==> src/rtl/spi_rr_arbiter_if.sv <==
// rtl/spi_rr_arbiter_if.sv - requester and SPI-master side signals of spi_rr_arbiter
interface spi_rr_arbiter_if #(
  parameter int N_REQ  = 4,
  parameter int F_SIZE = 8
);
  logic [N_REQ-1:0]        req_i;
  logic [N_REQ*F_SIZE-1:0] tx_data_i;
  logic [N_REQ-1:0]        gnt_o;
  logic [N_REQ-1:0]        done_o;
  logic [F_SIZE-1:0]       rx_data_o;
  logic                    err_o;
  logic                    m_start_o;
  logic [F_SIZE-1:0]       m_tx_data_o;
  logic                    m_cs_i;
  logic [F_SIZE-1:0]       m_rx_data_i;

  // Arbiter view: takes requests and master status, drives grants and master start.
  modport slave (
    input  req_i, tx_data_i, m_cs_i, m_rx_data_i,
    output gnt_o, done_o, rx_data_o, err_o, m_start_o, m_tx_data_o
  );

  // Environment view: requesters plus the SPI master.
  modport master (
    output req_i, tx_data_i, m_cs_i, m_rx_data_i,
    input  gnt_o, done_o, rx_data_o, err_o, m_start_o, m_tx_data_o
  );
endinterface

==> src/rtl/spi_rr_arbiter.sv <==
// rtl/spi_rr_arbiter.sv - round-robin scheduler sharing one SPI master; SPI_ARB_TIMEOUT_EN adds a per-phase abort
module spi_rr_arbiter #(
  parameter int N_REQ   = 4,
  parameter int F_SIZE  = 8,
  parameter int TIMEOUT = 4096
) (
  input  logic            clk,
  input  logic            rst,
  spi_rr_arbiter_if.slave bus
);
  localparam int PW = $clog2(N_REQ);

  typedef enum logic [2:0] {
    S_IDLE,
    S_START,
    S_WAIT_LOW,
    S_WAIT_HIGH,
    S_DONE
  } state_t;

  state_t            state_q, state_d;
  logic [PW-1:0]     ptr_q, ptr_d;
  logic [PW-1:0]     win_q, win_d;
  logic [N_REQ-1:0]  gnt_q, gnt_d;
  logic [N_REQ-1:0]  done_q, done_d;
  logic [F_SIZE-1:0] rx_q, rx_d;
  logic [F_SIZE-1:0] m_tx_q, m_tx_d;
  logic              m_start_q, m_start_d;
  logic              cs_meta_q, cs_meta_d;
  logic              cs_s_q, cs_s_d;

  logic              pick_found;
  logic [PW-1:0]     pick_idx;
  logic [PW:0]       cand;

`ifdef SPI_ARB_TIMEOUT_EN
  localparam int CW = $clog2(TIMEOUT + 1);
  logic [CW-1:0] cnt_q, cnt_d;
  logic          err_q, err_d;
  logic          timeout_hit;

  // The abort fires on the cycle the counter would step onto TIMEOUT.
  assign timeout_hit = (cnt_q == CW'(TIMEOUT - 1));
`else
  logic unused_timeout;
  assign unused_timeout = (TIMEOUT > 0);
`endif

  // Round-robin pick: first requester at or above ptr, wrapping to index 0.
  always_comb begin
    pick_found = 1'b0;
    pick_idx   = '0;
    cand       = '0;
    for (int i = 0; i < N_REQ; i++) begin
      cand = {1'b0, ptr_q} + (PW+1)'(i);
      if (cand >= (PW+1)'(N_REQ)) begin
        cand = cand - (PW+1)'(N_REQ);
      end
      if (!pick_found && bus.req_i[cand[PW-1:0]]) begin
        pick_found = 1'b1;
        pick_idx   = cand[PW-1:0];
      end
    end
  end

  // Next-state and next-output logic; every output is registered.
  always_comb begin
    state_d   = state_q;
    ptr_d     = ptr_q;
    win_d     = win_q;
    gnt_d     = gnt_q;
    done_d    = '0;
    rx_d      = rx_q;
    m_tx_d    = m_tx_q;
    m_start_d = 1'b0;
    cs_meta_d = bus.m_cs_i;
    cs_s_d    = cs_meta_q;
`ifdef SPI_ARB_TIMEOUT_EN
    err_d     = 1'b0;
    cnt_d     = cnt_q;
`endif
    case (state_q)
      S_IDLE: begin
        if (pick_found) begin
          win_d           = pick_idx;
          gnt_d           = '0;
          gnt_d[pick_idx] = 1'b1;
          m_tx_d          = bus.tx_data_i[int'(pick_idx)*F_SIZE +: F_SIZE];
          m_start_d       = 1'b1;
          state_d         = S_START;
        end
      end
      S_START: begin
`ifdef SPI_ARB_TIMEOUT_EN
        cnt_d = '0;
`endif
        state_d = S_WAIT_LOW;
      end
      S_WAIT_LOW: begin
        if (!cs_s_q) begin
`ifdef SPI_ARB_TIMEOUT_EN
          cnt_d = '0;
`endif
          state_d = S_WAIT_HIGH;
        end
`ifdef SPI_ARB_TIMEOUT_EN
        else if (timeout_hit) begin
          rx_d          = '0;
          done_d[win_q] = 1'b1;
          err_d         = 1'b1;
          state_d       = S_DONE;
        end else begin
          cnt_d = cnt_q + CW'(1);
        end
`endif
      end
      S_WAIT_HIGH: begin
        if (cs_s_q) begin
          rx_d          = bus.m_rx_data_i;
          done_d[win_q] = 1'b1;
          state_d       = S_DONE;
        end
`ifdef SPI_ARB_TIMEOUT_EN
        else if (timeout_hit) begin
          rx_d          = '0;
          done_d[win_q] = 1'b1;
          err_d         = 1'b1;
          state_d       = S_DONE;
        end else begin
          cnt_d = cnt_q + CW'(1);
        end
`endif
      end
      S_DONE: begin
        // gnt stays up through the done cycle so the requester sees both together.
        gnt_d = '0;
        if (win_q == PW'(N_REQ - 1)) begin
          ptr_d = '0;
        end else begin
          ptr_d = win_q + PW'(1);
        end
        state_d = S_IDLE;
      end
      default: begin
        state_d = S_IDLE;
      end
    endcase
  end

  // State, pointer, synchronizer and output registers; reset drops everything immediately.
  always_ff @(posedge clk or negedge rst) begin
    if (!rst) begin
      state_q   <= S_IDLE;
      ptr_q     <= '0;
      win_q     <= '0;
      gnt_q     <= '0;
      done_q    <= '0;
      rx_q      <= '0;
      m_tx_q    <= '0;
      m_start_q <= 1'b0;
      cs_meta_q <= 1'b1;
      cs_s_q    <= 1'b1;
`ifdef SPI_ARB_TIMEOUT_EN
      err_q     <= 1'b0;
      cnt_q     <= '0;
`endif
    end else begin
      state_q   <= state_d;
      ptr_q     <= ptr_d;
      win_q     <= win_d;
      gnt_q     <= gnt_d;
      done_q    <= done_d;
      rx_q      <= rx_d;
      m_tx_q    <= m_tx_d;
      m_start_q <= m_start_d;
      cs_meta_q <= cs_meta_d;
      cs_s_q    <= cs_s_d;
`ifdef SPI_ARB_TIMEOUT_EN
      err_q     <= err_d;
      cnt_q     <= cnt_d;
`endif
    end
  end

  assign bus.gnt_o       = gnt_q;
  assign bus.done_o      = done_q;
  assign bus.rx_data_o   = rx_q;
  assign bus.m_start_o   = m_start_q;
  assign bus.m_tx_data_o = m_tx_q;
`ifdef SPI_ARB_TIMEOUT_EN
  assign bus.err_o       = err_q;
`else
  assign bus.err_o       = 1'b0;
`endif
endmodule

==> src/flat_wrapper.sv <==
// flat-port wrapper written by rule: the top's interface ports become plain ports
module spi_rr_arbiter_flat 
#(
  parameter int N_REQ   = 4,
  parameter int F_SIZE  = 8,
  parameter int TIMEOUT = 4096
)
  (clk, rst, bus_req_i, bus_tx_data_i, bus_m_cs_i, bus_m_rx_data_i, bus_gnt_o, bus_done_o, bus_rx_data_o, bus_err_o, bus_m_start_o, bus_m_tx_data_o);
  spi_rr_arbiter_if #(.N_REQ(N_REQ), .F_SIZE(F_SIZE)) bus_i ();
  input  logic clk;
  input  logic rst;
  input wire logic [$bits(bus_i.req_i)-1:0] bus_req_i;
  input wire logic [$bits(bus_i.tx_data_i)-1:0] bus_tx_data_i;
  input wire logic [$bits(bus_i.m_cs_i)-1:0] bus_m_cs_i;
  input wire logic [$bits(bus_i.m_rx_data_i)-1:0] bus_m_rx_data_i;
  output wire logic [$bits(bus_i.gnt_o)-1:0] bus_gnt_o;
  output wire logic [$bits(bus_i.done_o)-1:0] bus_done_o;
  output wire logic [$bits(bus_i.rx_data_o)-1:0] bus_rx_data_o;
  output wire logic [$bits(bus_i.err_o)-1:0] bus_err_o;
  output wire logic [$bits(bus_i.m_start_o)-1:0] bus_m_start_o;
  output wire logic [$bits(bus_i.m_tx_data_o)-1:0] bus_m_tx_data_o;
  assign bus_i.req_i = bus_req_i;
  assign bus_i.tx_data_i = bus_tx_data_i;
  assign bus_i.m_cs_i = bus_m_cs_i;
  assign bus_i.m_rx_data_i = bus_m_rx_data_i;
  assign bus_gnt_o = bus_i.gnt_o;
  assign bus_done_o = bus_i.done_o;
  assign bus_rx_data_o = bus_i.rx_data_o;
  assign bus_err_o = bus_i.err_o;
  assign bus_m_start_o = bus_i.m_start_o;
  assign bus_m_tx_data_o = bus_i.m_tx_data_o;
  spi_rr_arbiter #(.N_REQ(N_REQ), .F_SIZE(F_SIZE), .TIMEOUT(TIMEOUT)) u_core (.clk(clk), .rst(rst), .bus(bus_i));
endmodule
==> config.mk <==
export PLATFORM = sky130hd
export DESIGN_NAME = spi_rr_arbiter_flat
export DESIGN_NICKNAME = d
export VERILOG_FILES = /design/src/rtl/spi_rr_arbiter_if.sv /design/src/rtl/spi_rr_arbiter.sv /design/src/flat_wrapper.sv
export SDC_FILE = /design/constraint.sdc
export NUM_CORES = 1
export LEC_CHECK = 0
export ABC_AREA = 0
export CAP_MARGIN = 25
export CORE_AREA = 4 4 71 73
export DETAILED_ROUTE_END_ITERATION = 7
export DIE_AREA = 0 0 75 77
export GPL_ROUTABILITY_DRIVEN = 0
export PLACE_DENSITY = 0.71
export SYNTH_ARGS = -nofsm -noshare
export SYNTH_HDL_FRONTEND = slang
export SYNTH_SLANG_ARGS = --single-unit
==> constraint.sdc <==
create_clock -name clk -period 1.8 [get_ports clk]
set_input_delay 0.27 -clock clk [delete_from_list [all_inputs] [get_ports clk]]
set_output_delay 0.27 -clock clk [all_outputs]
set_load 0.1 [all_outputs]
==> impl_results.md <==
- Status: complete, no violations
- GRT Total Usage: 16.10%
- Register bit total from synthesis: 34
- Clock-pin slew on the worst setup and hold paths: 60 ps
- Yosys warns: 0
- Largest net degree at the start of global routing: 35
- Ant diodes: 0
- Worst skew pair latency: 280 ps
- Final hold vios: 0
- Hold Path Class: reg2reg
- Total die area: 0.005775 mm2
- Hold_sp: u_core.cs_meta_q
- Chip Width: 75 um
- Critical path launch point type: primary input
- Max Slew Vio Count: 0
- CP max stage delay: 510 ps
- Cell area after synthesis: 0.001580 mm2
- CP cell instances: clkdlybuf4s50_1, nor4_2, or4_4, or3_4, a2bb2oi_1, nor2_1
- Hold path endpoint: u_core.cs_s_q
- Total gr overflow: 0
- Synth cell types: 31
- Initial antenna violation count: 0
- Share of the synthesized area in the top cell type: 50.67%
- DRT iter0 DRCs: 36
- Sequential area share after synthesis: 54.00%
- DP Worst Slack: -309.7 ps
- Crit-path max FO: 11
- Starting Density: 36.29%
- Worst setup margin: 48.43 ps
- Cell taking the most area after synthesis: dfrtp_1
- Post-Route WL: 4409 um
- Commonest non-fill, non-tap cell in the layout: clkdlybuf4s50_1
- DRC: 0
- Cells after Synth: 134
- Worst R2R Path Depth: 4
- HPWL Detailed: 3484 um
- CTS tree: built
- Crit path max-delay cell type: clkdlybuf4s50_1
- Critical path class: in2reg
- First-pass GRT wire length: 7051 um
- TritonCTS Buffers: 5
- Net count after synthesis: 185
- PortBufs: 71
- Ranking of synthesized cells by area: dfrtp_1 (51%), mux2i_1 (11%), mux2_2 (5.7%)
- Area Growth Syn to Fin: 57.32%
- Row count: 24
- Vias post-DR: 1352
- Worst R2R Setup Slack: 130 ps
- Final core occ: 57.10%
- FF-to-FF Start: u_core.state_q[2]
- Tmin final: 1752 ps
- # clock sinks: 34
- Worst Setup SP: bus_req_i[1]
- I/O pin count: 73
- Hold Path Stages: 0
- Hold_ws: 357.6 ps
- Worst path required time: 2010 ps
- Fin crit share: 97.31%
- CTS max path bufs: 2
- Most frequent cells in the layout: clkdlybuf4s50_1 (46), buf_4 (40), dfrtp_1 (32)
- CTS H-tree lvls: 2
- Initial DRT Pass Iterations: 4
- Antenna Nets Post-Route: 0
- Vias in the first global route: 1452
- Setup violators final: 0
- Core footprint: 0.004354 mm2
- F_max: 570.9 MHz
- Crit. End Element: flop
- Reg2reg end: u_core.bus.gnt_o[3]
- Max_cap viols: 0
- Die height: 77 um
- Vias per inst: 4.934
- # nets final: 272
- Critical Path AT: 1960 ps
- Clock Tree Root: clkbuf_8
- Wirelength per Cell: 16.09 um
- Fin Clk Skew: 4.656 ps
- Layout cell share with drive strength beyond 1: 28.83%
- Syn Area/Cell: 11.79 um2
-- registers in the layout (all words and copies together), names as in the netlist --
| register | flops |
|---|---|
| u_core.bus.done_o | 4 |
| u_core.bus.gnt_o | 4 |
| u_core.bus.m_start_o | 1 |
| u_core.bus.m_tx_data_o | 8 |
| u_core.bus.rx_data_o | 8 |
| u_core.cs_meta_q | 1 |
| u_core.cs_s_q | 1 |
| u_core.ptr_q | 2 |
| u_core.state_q | 3 |
| u_core.win_q | 2 |
-- per-layer routing --
layer	vias to the layer above	track usage, %	share of wire (%)
li1	646	-	-
met1	679	18.86	39
met2	21	27.96	56
met3	6	3.529	3.5
met4	0	5.872	1.7
met5	-	0	0
-- synthesized netlist by cell type (all sizes together) --
cell type	count
a21boi	1
a21oi	2
a2bb2oi	4
a311oi	1
and2	5
and3	1
buf	5
clkbuf	2
conb	1
dfrtp	32
dfstp	2
ha	4
inv	5
mux2	8
mux2i	17
nand2	15
nand2b	1
nand3	1
nor2	5
nor2b	2
nor3	2
nor4	1
o21a	1
o21ai	5
o221ai	8
o31ai	1
or3	1
or4	1
-- critical path: cells and delay by family --
| family | cells | cell delay, ps |
|---|---|---|
| AND/OR/NAND/NOR | 4 | 1020 |
| buffers and inverters | 1 | 510 |
| AO/OA/AOI/OAI | 1 | 160 |
-- kinds of logic (layout without fill, tap and decap cells) --
kind of cell	Yosys count	count (layout)	share of synthesized area [%]
simple gates	35	35	11.08
fa+ha+maj	4	4	3.167
buf+inv	12	100	4.197
mux	25	25	16.47
compound gates	23	23	10.85
flops	34	34	54.00
other cells	1	1	0.2373
-- worst max path at each step --
stage                                      to  slack [ps]  depth (start not counted)
finish                    u_core.bus.gnt_o[3]          50                          6
CTS                       u_core.bus.gnt_o[3]           8                          6
floorplan           u_core.bus.m_tx_data_o[0]           3                          5
detailed placement  u_core.bus.m_tx_data_o[7]        -310                          8
global route              u_core.bus.gnt_o[0]          -9                          8
global placement          u_core.bus.gnt_o[3]        -220                          6
-- stage by stage --
stage                     TNS (ps)  area [um2]  instances
after floorplan                  0        1580        134
after global placement       -2243        2375        265
after detailed placement     -3297        2375        265
after CTS                        0        2461        273
after global routing        -18.72        2486        274
final                            0        2486        274
-- final cells by class --
cell class	instances	area, um2
clock buffers	8	80.08
repair buffers	87	780.7
inverters	5	18.77
flip-flops and latches	34	853.3
multi-input cells	88	688.2
well taps	52	65.06
fillers	364	1868
-- what timing repair did --
item | CTS | global route
endpoints found under the setup margin | 3 | 11
gates cloned | 0 | 0
resized for setup | 1 | 5
hold buffers | 0 | 0
setup buffers | 0 | 1
pin swaps | 0 | 2
Power is left out: the tool's default activity adds up to more than one toggle a clock period on the data nets, which glitch-free logic cannot reach.
